[config.mk]
export PLATFORM = sky130hd
export DESIGN_NAME = core_mem_arbiter_flat
export DESIGN_NICKNAME = d
export VERILOG_FILES = /design/src/rtl/core_mem_arbiter_if.sv /design/src/rtl/core_mem_arbiter.sv /design/src/flat_wrapper.sv
export SDC_FILE = /design/constraint.sdc
export NUM_CORES = 1
export LEC_CHECK = 0
export ABC_AREA = 0
export ABC_CLOCK_PERIOD_IN_PS = 3610
export CORE_AREA = 4 4 207 209
export CTS_BUF_LIST = sky130_fd_sc_hd__clkbuf_4 sky130_fd_sc_hd__clkbuf_8 sky130_fd_sc_hd__clkbuf_16
export DETAILED_ROUTE_END_ITERATION = 16
export DIE_AREA = 0 0 211 213
export MAX_ROUTING_LAYER = met4
export PLACE_DENSITY = 0.48
export SLEW_MARGIN = 25
export SYNTH_ARGS = -nofsm -noshare
export SYNTH_HDL_FRONTEND = slang
export SYNTH_SLANG_ARGS = --single-unit
export TNS_END_PERCENT = 100
[constraint.sdc]
create_clock -name g_clk -period 3.61 [get_ports g_clk]
set_clock_uncertainty 0.05 [all_clocks]
set_input_delay 1.083 -clock g_clk [delete_from_list [all_inputs] [get_ports g_clk]]
set_output_delay 1.083 -clock g_clk [all_outputs]
set_load 0.02 [all_outputs]
[src/rtl/core_mem_arbiter_if.sv]
// Bundles the data port, fetch port and shared memory bus of the arbiter.
// slave is the arbiter's view; master is the cores-plus-memory side.
interface core_mem_arbiter_if #(
    parameter int MEM_ADDR_W = 64,
    parameter int MEM_DATA_W = 64
);
    localparam int STRB_W = MEM_DATA_W / 8;

    logic                  d_req;
    logic [MEM_ADDR_W-1:0] d_addr;
    logic                  d_wen;
    logic [STRB_W-1:0]     d_strb;
    logic [MEM_DATA_W-1:0] d_wdata;
    logic                  d_gnt;
    logic                  d_err;
    logic [MEM_DATA_W-1:0] d_rdata;

    logic                  i_req;
    logic [MEM_ADDR_W-1:0] i_addr;
    logic                  i_gnt;
    logic                  i_err;
    logic [MEM_DATA_W-1:0] i_rdata;

    logic                  mem_req;
    logic [MEM_ADDR_W-1:0] mem_addr;
    logic                  mem_wen;
    logic [STRB_W-1:0]     mem_strb;
    logic [MEM_DATA_W-1:0] mem_wdata;
    logic                  mem_gnt;
    logic                  mem_err;
    logic [MEM_DATA_W-1:0] mem_rdata;

    modport slave (
        input  d_req, d_addr, d_wen, d_strb, d_wdata,
        output d_gnt, d_err, d_rdata,
        input  i_req, i_addr,
        output i_gnt, i_err, i_rdata,
        output mem_req, mem_addr, mem_wen, mem_strb, mem_wdata,
        input  mem_gnt, mem_err, mem_rdata
    );

    modport master (
        output d_req, d_addr, d_wen, d_strb, d_wdata,
        input  d_gnt, d_err, d_rdata,
        output i_req, i_addr,
        input  i_gnt, i_err, i_rdata,
        input  mem_req, mem_addr, mem_wen, mem_strb, mem_wdata,
        output mem_gnt, mem_err, mem_rdata
    );
endinterface

[src/rtl/core_mem_arbiter.sv]
// Two-port (LSU data / instruction fetch) arbiter onto one memory bus:
// zero-latency forwarding from IDLE, round-robin on contention, ownership until gnt or timeout.
module core_mem_arbiter #(
    parameter int MEM_ADDR_W = 64,
    parameter int MEM_DATA_W = 64,
    parameter int TIMEOUT    = 255
) (
    input  logic               g_clk,
    input  logic               g_resetn,
    core_mem_arbiter_if.slave  bus
);
    localparam int          STRB_W = MEM_DATA_W / 8;
    localparam logic [9:0]  TMO    = 10'(TIMEOUT);

    typedef enum logic [1:0] {IDLE, OWN_D, OWN_I} state_e;

    state_e     state_q, state_d;
    logic       last_i_q, last_i_d;
    logic [9:0] cnt_q, cnt_d;

    logic sel_d, sel_i, tmo, fwd;
    logic [MEM_ADDR_W-1:0] addr_mux;
    logic [STRB_W-1:0]     strb_mux;
    logic [MEM_DATA_W-1:0] wdata_mux;

    // Owner selection; reset forces nothing selected so all outputs idle.
    always_comb begin
        sel_d = 1'b0;
        sel_i = 1'b0;
        case (state_q)
            IDLE: begin
                sel_d = bus.d_req && (!bus.i_req || last_i_q);
                sel_i = bus.i_req && !sel_d;
            end
            OWN_D:   sel_d = 1'b1;
            OWN_I:   sel_i = 1'b1;
            default: ;
        endcase
        if (!g_resetn) begin
            sel_d = 1'b0;
            sel_i = 1'b0;
        end
    end

    assign tmo = g_resetn && (state_q != IDLE) && (cnt_q == TMO) && !bus.mem_gnt;
    assign fwd = (sel_d || sel_i) && !tmo;

    always_comb begin
        addr_mux  = '0;
        strb_mux  = '0;
        wdata_mux = '0;
        if (fwd && sel_d) begin
            addr_mux  = bus.d_addr;
            strb_mux  = bus.d_strb;
            wdata_mux = bus.d_wdata;
        end else if (fwd && sel_i) begin
            addr_mux  = bus.i_addr;
        end
    end

    assign bus.mem_req   = fwd;
    assign bus.mem_addr  = addr_mux;
    assign bus.mem_wen   = fwd && sel_d && bus.d_wen;
    assign bus.mem_strb  = strb_mux;
    assign bus.mem_wdata = wdata_mux;

    // A timeout fabricates an error response; a real gnt in that cycle wins.
    assign bus.d_gnt   = sel_d && (bus.mem_gnt || tmo);
    assign bus.d_err   = sel_d && (tmo || (bus.mem_gnt && bus.mem_err));
    assign bus.d_rdata = (sel_d && !tmo) ? bus.mem_rdata : '0;
    assign bus.i_gnt   = sel_i && (bus.mem_gnt || tmo);
    assign bus.i_err   = sel_i && (tmo || (bus.mem_gnt && bus.mem_err));
    assign bus.i_rdata = (sel_i && !tmo) ? bus.mem_rdata : '0;

    always_comb begin
        state_d  = state_q;
        cnt_d    = cnt_q;
        last_i_d = last_i_q;
        case (state_q)
            IDLE: begin
                if (fwd) begin
                    last_i_d = sel_i;
                    if (!bus.mem_gnt) begin
                        state_d = sel_d ? OWN_D : OWN_I;
                        cnt_d   = '0;
                    end
                end
            end
            OWN_D, OWN_I: begin
                if (bus.mem_gnt || tmo) state_d = IDLE;
                else                    cnt_d   = cnt_q + 10'd1;
            end
            default: state_d = IDLE;
        endcase
    end

    // last_i resets to 1 so the data port wins the first contention.
    always_ff @(posedge g_clk) begin
        if (!g_resetn) begin
            state_q  <= IDLE;
            cnt_q    <= '0;
            last_i_q <= 1'b1;
        end else begin
            state_q  <= state_d;
            cnt_q    <= cnt_d;
            last_i_q <= last_i_d;
        end
    end
endmodule

[src/flat_wrapper.sv]
// flat-port wrapper written by rule: the top's interface ports become plain ports
module core_mem_arbiter_flat 
#(
    parameter int MEM_ADDR_W = 64,
    parameter int MEM_DATA_W = 64,
    parameter int TIMEOUT    = 255
)
  (g_clk, g_resetn, bus_d_req, bus_d_addr, bus_d_wen, bus_d_strb, bus_d_wdata, bus_d_gnt, bus_d_err, bus_d_rdata, bus_i_req, bus_i_addr, bus_i_gnt, bus_i_err, bus_i_rdata, bus_mem_req, bus_mem_addr, bus_mem_wen, bus_mem_strb, bus_mem_wdata, bus_mem_gnt, bus_mem_err, bus_mem_rdata);
  core_mem_arbiter_if #(.MEM_ADDR_W(MEM_ADDR_W), .MEM_DATA_W(MEM_DATA_W)) bus_i ();
  input  logic g_clk;
  input  logic g_resetn;
  input wire logic [$bits(bus_i.d_req)-1:0] bus_d_req;
  input wire logic [$bits(bus_i.d_addr)-1:0] bus_d_addr;
  input wire logic [$bits(bus_i.d_wen)-1:0] bus_d_wen;
  input wire logic [$bits(bus_i.d_strb)-1:0] bus_d_strb;
  input wire logic [$bits(bus_i.d_wdata)-1:0] bus_d_wdata;
  output wire logic [$bits(bus_i.d_gnt)-1:0] bus_d_gnt;
  output wire logic [$bits(bus_i.d_err)-1:0] bus_d_err;
  output wire logic [$bits(bus_i.d_rdata)-1:0] bus_d_rdata;
  input wire logic [$bits(bus_i.i_req)-1:0] bus_i_req;
  input wire logic [$bits(bus_i.i_addr)-1:0] bus_i_addr;
  output wire logic [$bits(bus_i.i_gnt)-1:0] bus_i_gnt;
  output wire logic [$bits(bus_i.i_err)-1:0] bus_i_err;
  output wire logic [$bits(bus_i.i_rdata)-1:0] bus_i_rdata;
  output wire logic [$bits(bus_i.mem_req)-1:0] bus_mem_req;
  output wire logic [$bits(bus_i.mem_addr)-1:0] bus_mem_addr;
  output wire logic [$bits(bus_i.mem_wen)-1:0] bus_mem_wen;
  output wire logic [$bits(bus_i.mem_strb)-1:0] bus_mem_strb;
  output wire logic [$bits(bus_i.mem_wdata)-1:0] bus_mem_wdata;
  input wire logic [$bits(bus_i.mem_gnt)-1:0] bus_mem_gnt;
  input wire logic [$bits(bus_i.mem_err)-1:0] bus_mem_err;
  input wire logic [$bits(bus_i.mem_rdata)-1:0] bus_mem_rdata;
  assign bus_i.d_req = bus_d_req;
  assign bus_i.d_addr = bus_d_addr;
  assign bus_i.d_wen = bus_d_wen;
  assign bus_i.d_strb = bus_d_strb;
  assign bus_i.d_wdata = bus_d_wdata;
  assign bus_d_gnt = bus_i.d_gnt;
  assign bus_d_err = bus_i.d_err;
  assign bus_d_rdata = bus_i.d_rdata;
  assign bus_i.i_req = bus_i_req;
  assign bus_i.i_addr = bus_i_addr;
  assign bus_i_gnt = bus_i.i_gnt;
  assign bus_i_err = bus_i.i_err;
  assign bus_i_rdata = bus_i.i_rdata;
  assign bus_mem_req = bus_i.mem_req;
  assign bus_mem_addr = bus_i.mem_addr;
  assign bus_mem_wen = bus_i.mem_wen;
  assign bus_mem_strb = bus_i.mem_strb;
  assign bus_mem_wdata = bus_i.mem_wdata;
  assign bus_i.mem_gnt = bus_mem_gnt;
  assign bus_i.mem_err = bus_mem_err;
  assign bus_i.mem_rdata = bus_mem_rdata;
  core_mem_arbiter #(.MEM_ADDR_W(MEM_ADDR_W), .MEM_DATA_W(MEM_DATA_W), .TIMEOUT(TIMEOUT)) u_core (.g_clk(g_clk), .g_resetn(g_resetn), .bus(bus_i));
endmodule
Yosys cells after proc, flatten, opt, wreduce, memory -nomap -nowiden. Cells that the tools add are included.

Equality and inequality tests: 7. Reductions and logical operators: 31. Add/subtract/negate cells: 1. Muxes and demuxes: 19.

Operators by type and width (count): 64-bit 2-to-1 mux (5); 10-bit 2-to-1 mux (3); 10-bit one-hot mux with 2 select lines (1); 1-bit logical AND (16); 10-bit by 1-bit adder with 10-bit output, second input constant (1); 10-bit by 8-bit == test with 1-bit output, second input constant (1); 2-bit 2-to-1 mux (4); 8-bit 2-to-1 mux (1); 1-bit logical NOT (4); 1-bit logical OR (4); 2-bit by 1-bit != test with 1-bit output, second input constant (2); 2-bit != test, second input constant (2); 1-bit one-hot mux with 2 select lines (2); 2-bit one-hot mux with 2 select lines (1); 4-bit AND reduction (1); 2-bit nonzero test (2); 3-bit AND reduction (1); 2-bit by 1-bit == test with 1-bit output, second input constant (1); 2-bit == test, second input constant (1); 2-bit logical NOT (1); 1-bit 2-to-1 mux (2); 2-bit AND reduction (1); 2-bit OR reduction (1).

Output and inout bits: 270. Input port bits: 271. Register bits after elaboration: 13. Word-level logic and storage cells: 61.

Longest topological paths before layout.
Depth after elaboration: 12. Depth in mapped cells: 10. Mapped depth without buffers: 6.

Least setup slack after synthesis. Ideal clock, no wire load.

Kind: input -> output. From: input port g_resetn. To: output port bus_d_err. Arrival: 2628 ps. Stages on the path: 5. Data required time: 2477 ps. Path slack: -151 ps. Path buffers: 2. Path through: buf_4 or4b_1 buf_4 o31a_4 nor3_1.

Cells in the longest elaborated chain, start to end: 5. Elaborated cells between the ends (all ways): 6. Those cells by class: mux: 1; reduce/logical: 5.

RTL lines: start, declared (line flat_wrapper.sv:11) `input logic g_resetn;`; 1-bit logical AND (3 in series) (line core_mem_arbiter.sv:45) `assign tmo = g_resetn && (state_q != IDLE) && (cnt_q == TMO) && !bus.mem_gnt;`; 1-bit logical OR (line core_mem_arbiter.sv:69) `assign bus.d_err = sel_d && (tmo || (bus.mem_gnt && bus.mem_err));`; 1-bit logical AND (*) (line core_mem_arbiter.sv:69); end, declared (line flat_wrapper.sv:18) `output wire logic [$bits(bus_i.d_err)-1:0] bus_d_err;`.

Mark *: on every way between the ends. The rest lies on a longest branch, timed or not.

Worst setup path after layout.
From: input port g_resetn. To: output port bus_mem_addr[6].

Cells in the longest elaborated chain, start to end: 8. Elaborated cells between the ends (all ways): 12. Those cells by class: mux: 4; reduce/logical: 8.

RTL lines: 1-bit logical AND (3 in series) (line core_mem_arbiter.sv:45); 1-bit logical NOT (line core_mem_arbiter.sv:46) `assign fwd = (sel_d || sel_i) && !tmo;`; 1-bit logical AND (line core_mem_arbiter.sv:46); 1-bit logical AND (line core_mem_arbiter.sv:56) `end else if (fwd && sel_i) begin`; 64-bit 2-to-1 mux (line core_mem_arbiter.sv:56); 64-bit 2-to-1 mux (*) (line core_mem_arbiter.sv:52) `if (fwd && sel_d) begin`; end, declared (line flat_wrapper.sv:26) `output wire logic [$bits(bus_i.mem_addr)-1:0] bus_mem_addr;`.

Marks and branches as above.

==> results by stage <==
Placement:
- Buffers placed on the I/O ports in this run total 540.
- Routability-driven placement finished with a final weighted congestion of 0.820.
- Once detailed placement completed, the half-perimeter wirelength came to 26200 um.

Min path:
- The min-delay analysis places its worst path in the category flip-flop to flip-flop.

Clock network:
- TritonCTS built the clock tree.
- In this run the number of H-tree levels came out at 1.
- Buffers inserted during clock tree synthesis total 3.
- The total of hold buffers inserted after clock tree synthesis is 0.
- The source-to-sink clock delay at the later pin of the worst-skew pair is 0.25 ns.
- The clock tree buffer depth is 2.
- The clock root buffer is sky130_fd_sc_hd__clkbuf_16.
- After clock tree synthesis, the clock-pin slew on the worst setup and hold paths is 0.05 ns.
- The number of clock sinks is 13.

Logic synthesis:
- The synthesized netlist contains 43 unique library cells.
- The simple-gate area share of the yosys netlist is 51.9%.
- After synthesis, the largest family of logic cells by area is simple AND/OR/NAND/NOR gates.
- The number of instances in the synthesized netlist is 417.
- The biggest area contributor in the post-synthesis netlist is sky130_fd_sc_hd__and2_1.
- Among all flip-flop cells after synthesis, the most frequent one is sky130_fd_sc_hd__dfxtp_1.
- After synthesis, the mean cell area works out to 7.22 um^2.
- The Yosys step of the flow raised 0 warnings.
- Measured against the total synthesized area, the mux share comes to 0.333%.
- The proportion of synthesized flip-flops having asynchronous set or reset is 0%.
- In the post-synthesis netlist, the biggest area contributors are sky130_fd_sc_hd__and2_1, sky130_fd_sc_hd__a22o_1, sky130_fd_sc_hd__dfxtp_1.
- The total nets after synthesis is 692.
- After synthesis, flip-flops and latches occupy 8.65% of the total area.
- The xor and xnor fraction of the mapped netlist area is 0%.
- The adder-cell share of the synthesized area is 1.66%.
- The combined area of all synthesized cells is 3010 um^2.
- Summed over its instances, the top area cell type makes up 41.8% of the synthesized netlist area.
- Summing the areas of all compound-gate instances in the mapped netlist gives 29.0% of the synthesized area.
- The synthesized design contains 0 enable-type register cells.
- Synthesis inferred 13 register bits.

Layout:
- The multi-input logic area is 3360 um^2.
- In the final layout, flip-flops and latches occupy 260 um^2.
- The area growth from synthesis to layout is 307%.
- The leading cell type in the layout, fill and taps excluded is sky130_fd_sc_hd__clkdlybuf4s50_1.
- Cells fill 30.0% of the core in the end.
- The total number of nets in the final design is 1358.
- The layout has 4244 filler cells.
- In the final layout, the share of cells above drive strength 1 is 60.6%.
- The library cells used most frequently in the layout, excluding fill and tap cells, are sky130_fd_sc_hd__clkdlybuf4s50_1, sky130_fd_sc_hd__buf_6, sky130_fd_sc_hd__and2_4, sky130_fd_sc_hd__buf_4, sky130_fd_sc_hd__a22o_4.

Timing:
- The worst path uses 116% of the clock period.
- The post-layout worst setup margin is -0.594 ns.
- For the final routed database, the setup TNS stands at -87.60 ns.
- Headroom to the max-slew limit came out at 59.1%.
- The transition time of the tightest slew-check pin is 0.607 ns.
- The number of max-slew violations in the final report is 0.
- Timing would allow up to 0.238 GHz.
- Setup repair after global routing could not meet its margin everywhere.
- The number of hold violations in the final report is 0.
- Setup violations remaining at the end of the flow were counted as 265.
- The minimum clock period after layout is 4.20 ns.

Routing:
- In this run the remaining antenna-violating nets after routing total 0.
- The detailed router's first-iteration violation count is 167.
- Summed over all layers, the routed wires come to 36700 um.
- In the final routed layout, each cell accounts on average for 22.6 um.
- Detailed routing inserted a total of 6064 vias.
- The total DRC errors in the routed layout is 0.
- The number of iterations in the first detailed-routing pass is 4.
- The post-detailed-route via-to-cell ratio is 3.74.

Die:
- In this run the core area contains 74 standard-cell rows.
- The die covers 44900 um^2.
- For this configuration, the core starts out at a cell density of 7.37%.
- The die height is 213 um.
- From left edge to right edge, the die measures 211 um.
- The core region is 40800 um^2.
- The total I/O pin count is 541.

Global route:
- The global-route congestion overflow total is 0.
- The first global-routing pass estimated 44000 um of wire.
- The initial antenna violation count is 9.
- The largest net degree at the start of global routing is 65.
- The number of global-route vias before repair is 6217.
- Across every metal layer, demand over resource in global routing totals 13.8%.

Worst setup path:
- The critical path capture point type is a primary output.
- The worst path required time is 2.48 ns.
- The worst setup path is of the input pin to primary output kind.
- Grouping stages by cell kind, the critical path spends the most delay in buffers and inverters.
- Along the worst path, the maximum fanout reaches 6.
- Together, buffers and inverters on the worst path number 7.
- The critical path startpoint category is an input pin.
- The signal on the critical path passes through buf_8, or4b_4, nor4_4, nor3_4, buf_6, buf_12, buf_16, buf_8, buf_6, a22o_4, buf_12.
- The slowest library cell on the worst path is sky130_fd_sc_hd__or4b_4.
- Data on the critical path arrives at its endpoint at 3.07 ns.
- For this run, the slowest stage of the critical path takes 0.49 ns.

Status:
- The checks that failed: setup timing.
- The flow ran to the end, but the final reports show violations.

Power:
- The worst voltage drop across the vdd grid is 154 uV.
- The total power is 2770 uW.
- The static leakage is 0.00555 uW.
- The power density normalized to cell area is 226 nW/um^2.

Run:
- Max-cap violations in this run came to 0.
## path summary, 6_finish.rpt
kind / start / endpoint / slack, ns / depth (start not counted)
worst max register to register: u_core.state_q[0] / u_core.cnt_q[6] / 1.22 / 7
worst min-delay path: u_core.last_i_q / u_core.last_i_q / 0.51 / 2
worst min register to register: u_core.last_i_q / u_core.last_i_q / 0.51 / 2
worst max-delay path: g_resetn / bus_mem_addr[6] / -0.59 / 11
## cells by family (layout without fill, tap and decap cells)
group | count (synthesis) | after routing
muxes | 1 | 1
adders and majority gates | 4 | 4
DFF | 13 | 13
and+or+nand+nor | 249 | 249
buffers and inverters | 49 | 714
AOI/OAI and AO/OA | 101 | 101
other | 0 | 8
## per-layer routing
metal | GRT usage [%] | wire length, um | vias to the layer above
li1 | - | - | 2821
met4 | 4.81 | 1250 | 0
met3 | 4.44 | 3230 | 42
met1 | 13.9 | 12700 | 2806
met2 | 25.2 | 19500 | 395
met5 | - | 0 | -
## power breakdown
group | switching, uW | internal [uW]
combinational | 1000 | 1390
clock | 75.0 | 148
sequential | 3.07 | 148
total | 1080 | 1690
## worst register-to-register path, stage by stage, from the launching register on
cell	delay (ns)
sky130_fd_sc_hd__dfxtp_1	0.31
sky130_fd_sc_hd__buf_4	0.13
sky130_fd_sc_hd__ha_1	0.21
sky130_fd_sc_hd__buf_4	0.15
sky130_fd_sc_hd__nor4_1	0.55
sky130_fd_sc_hd__o32a_1	0.50
sky130_fd_sc_hd__nor4_1	0.10
sky130_fd_sc_hd__o221a_2	0.28
## synthesized netlist by cell type, types with 4 or more instances
cell,n
sky130_fd_sc_hd__nand2_1,10
sky130_fd_sc_hd__buf_6,8
sky130_fd_sc_hd__nor2_1,6
sky130_fd_sc_hd__nor4_1,4
sky130_fd_sc_hd__and2_1,201
sky130_fd_sc_hd__nor3_1,7
sky130_fd_sc_hd__a22o_1,65
sky130_fd_sc_hd__nand4_1,4
sky130_fd_sc_hd__inv_1,8
sky130_fd_sc_hd__clkbuf_1,29
sky130_fd_sc_hd__dfxtp_1,13
sky130_fd_sc_hd__o21ai_0,8
sky130_fd_sc_hd__ha_1,4
sky130_fd_sc_hd__o221a_2,5
## state kept, by name, summed over array words and instances, names as in the netlist
| signal | flops |
|---|---|
| u_core.cnt_q | 10 |
| u_core.state_q | 2 |
| u_core.last_i_q | 1 |
## cell type report
| cell class | count | area share (%) |
|---|---|---|
| antenna | 8 | 0.164 |
| sequential | 13 | 2.13 |
| clock buffer | 3 | 0.613 |
| tap | 532 | 5.44 |
| timing repair buffer | 701 | 63.9 |
| clock inverter | 1 | 0.0409 |
| inverter | 9 | 0.276 |
| multi-input combinational | 355 | 27.4 |
## metrics by stage
stage | area, um^2 | hold WS [ns] | setup slack (ns) | std cells
after floorplan | 3670 | 0.430 | -0.117 | 417
after global placement | 9960 | 0.473 | -1.48 | 1491
after detailed placement | 9960 | 0.486 | -1.49 | 1491
after CTS | 10700 | 0.497 | -0.684 | 1553
after global routing | 12200 | 0.538 | -0.644 | 1622
final | 12200 | 0.508 | -0.594 | 1622
## timing repair
action | CTS | global route
gates resized for setup | 864 | 636
cloned | 16 | 14
pin swaps | 31 | 97
endpoints found under the setup margin | 270 | 270
buffers inserted | 43 | 60
(Power assumes the default switching activity.)
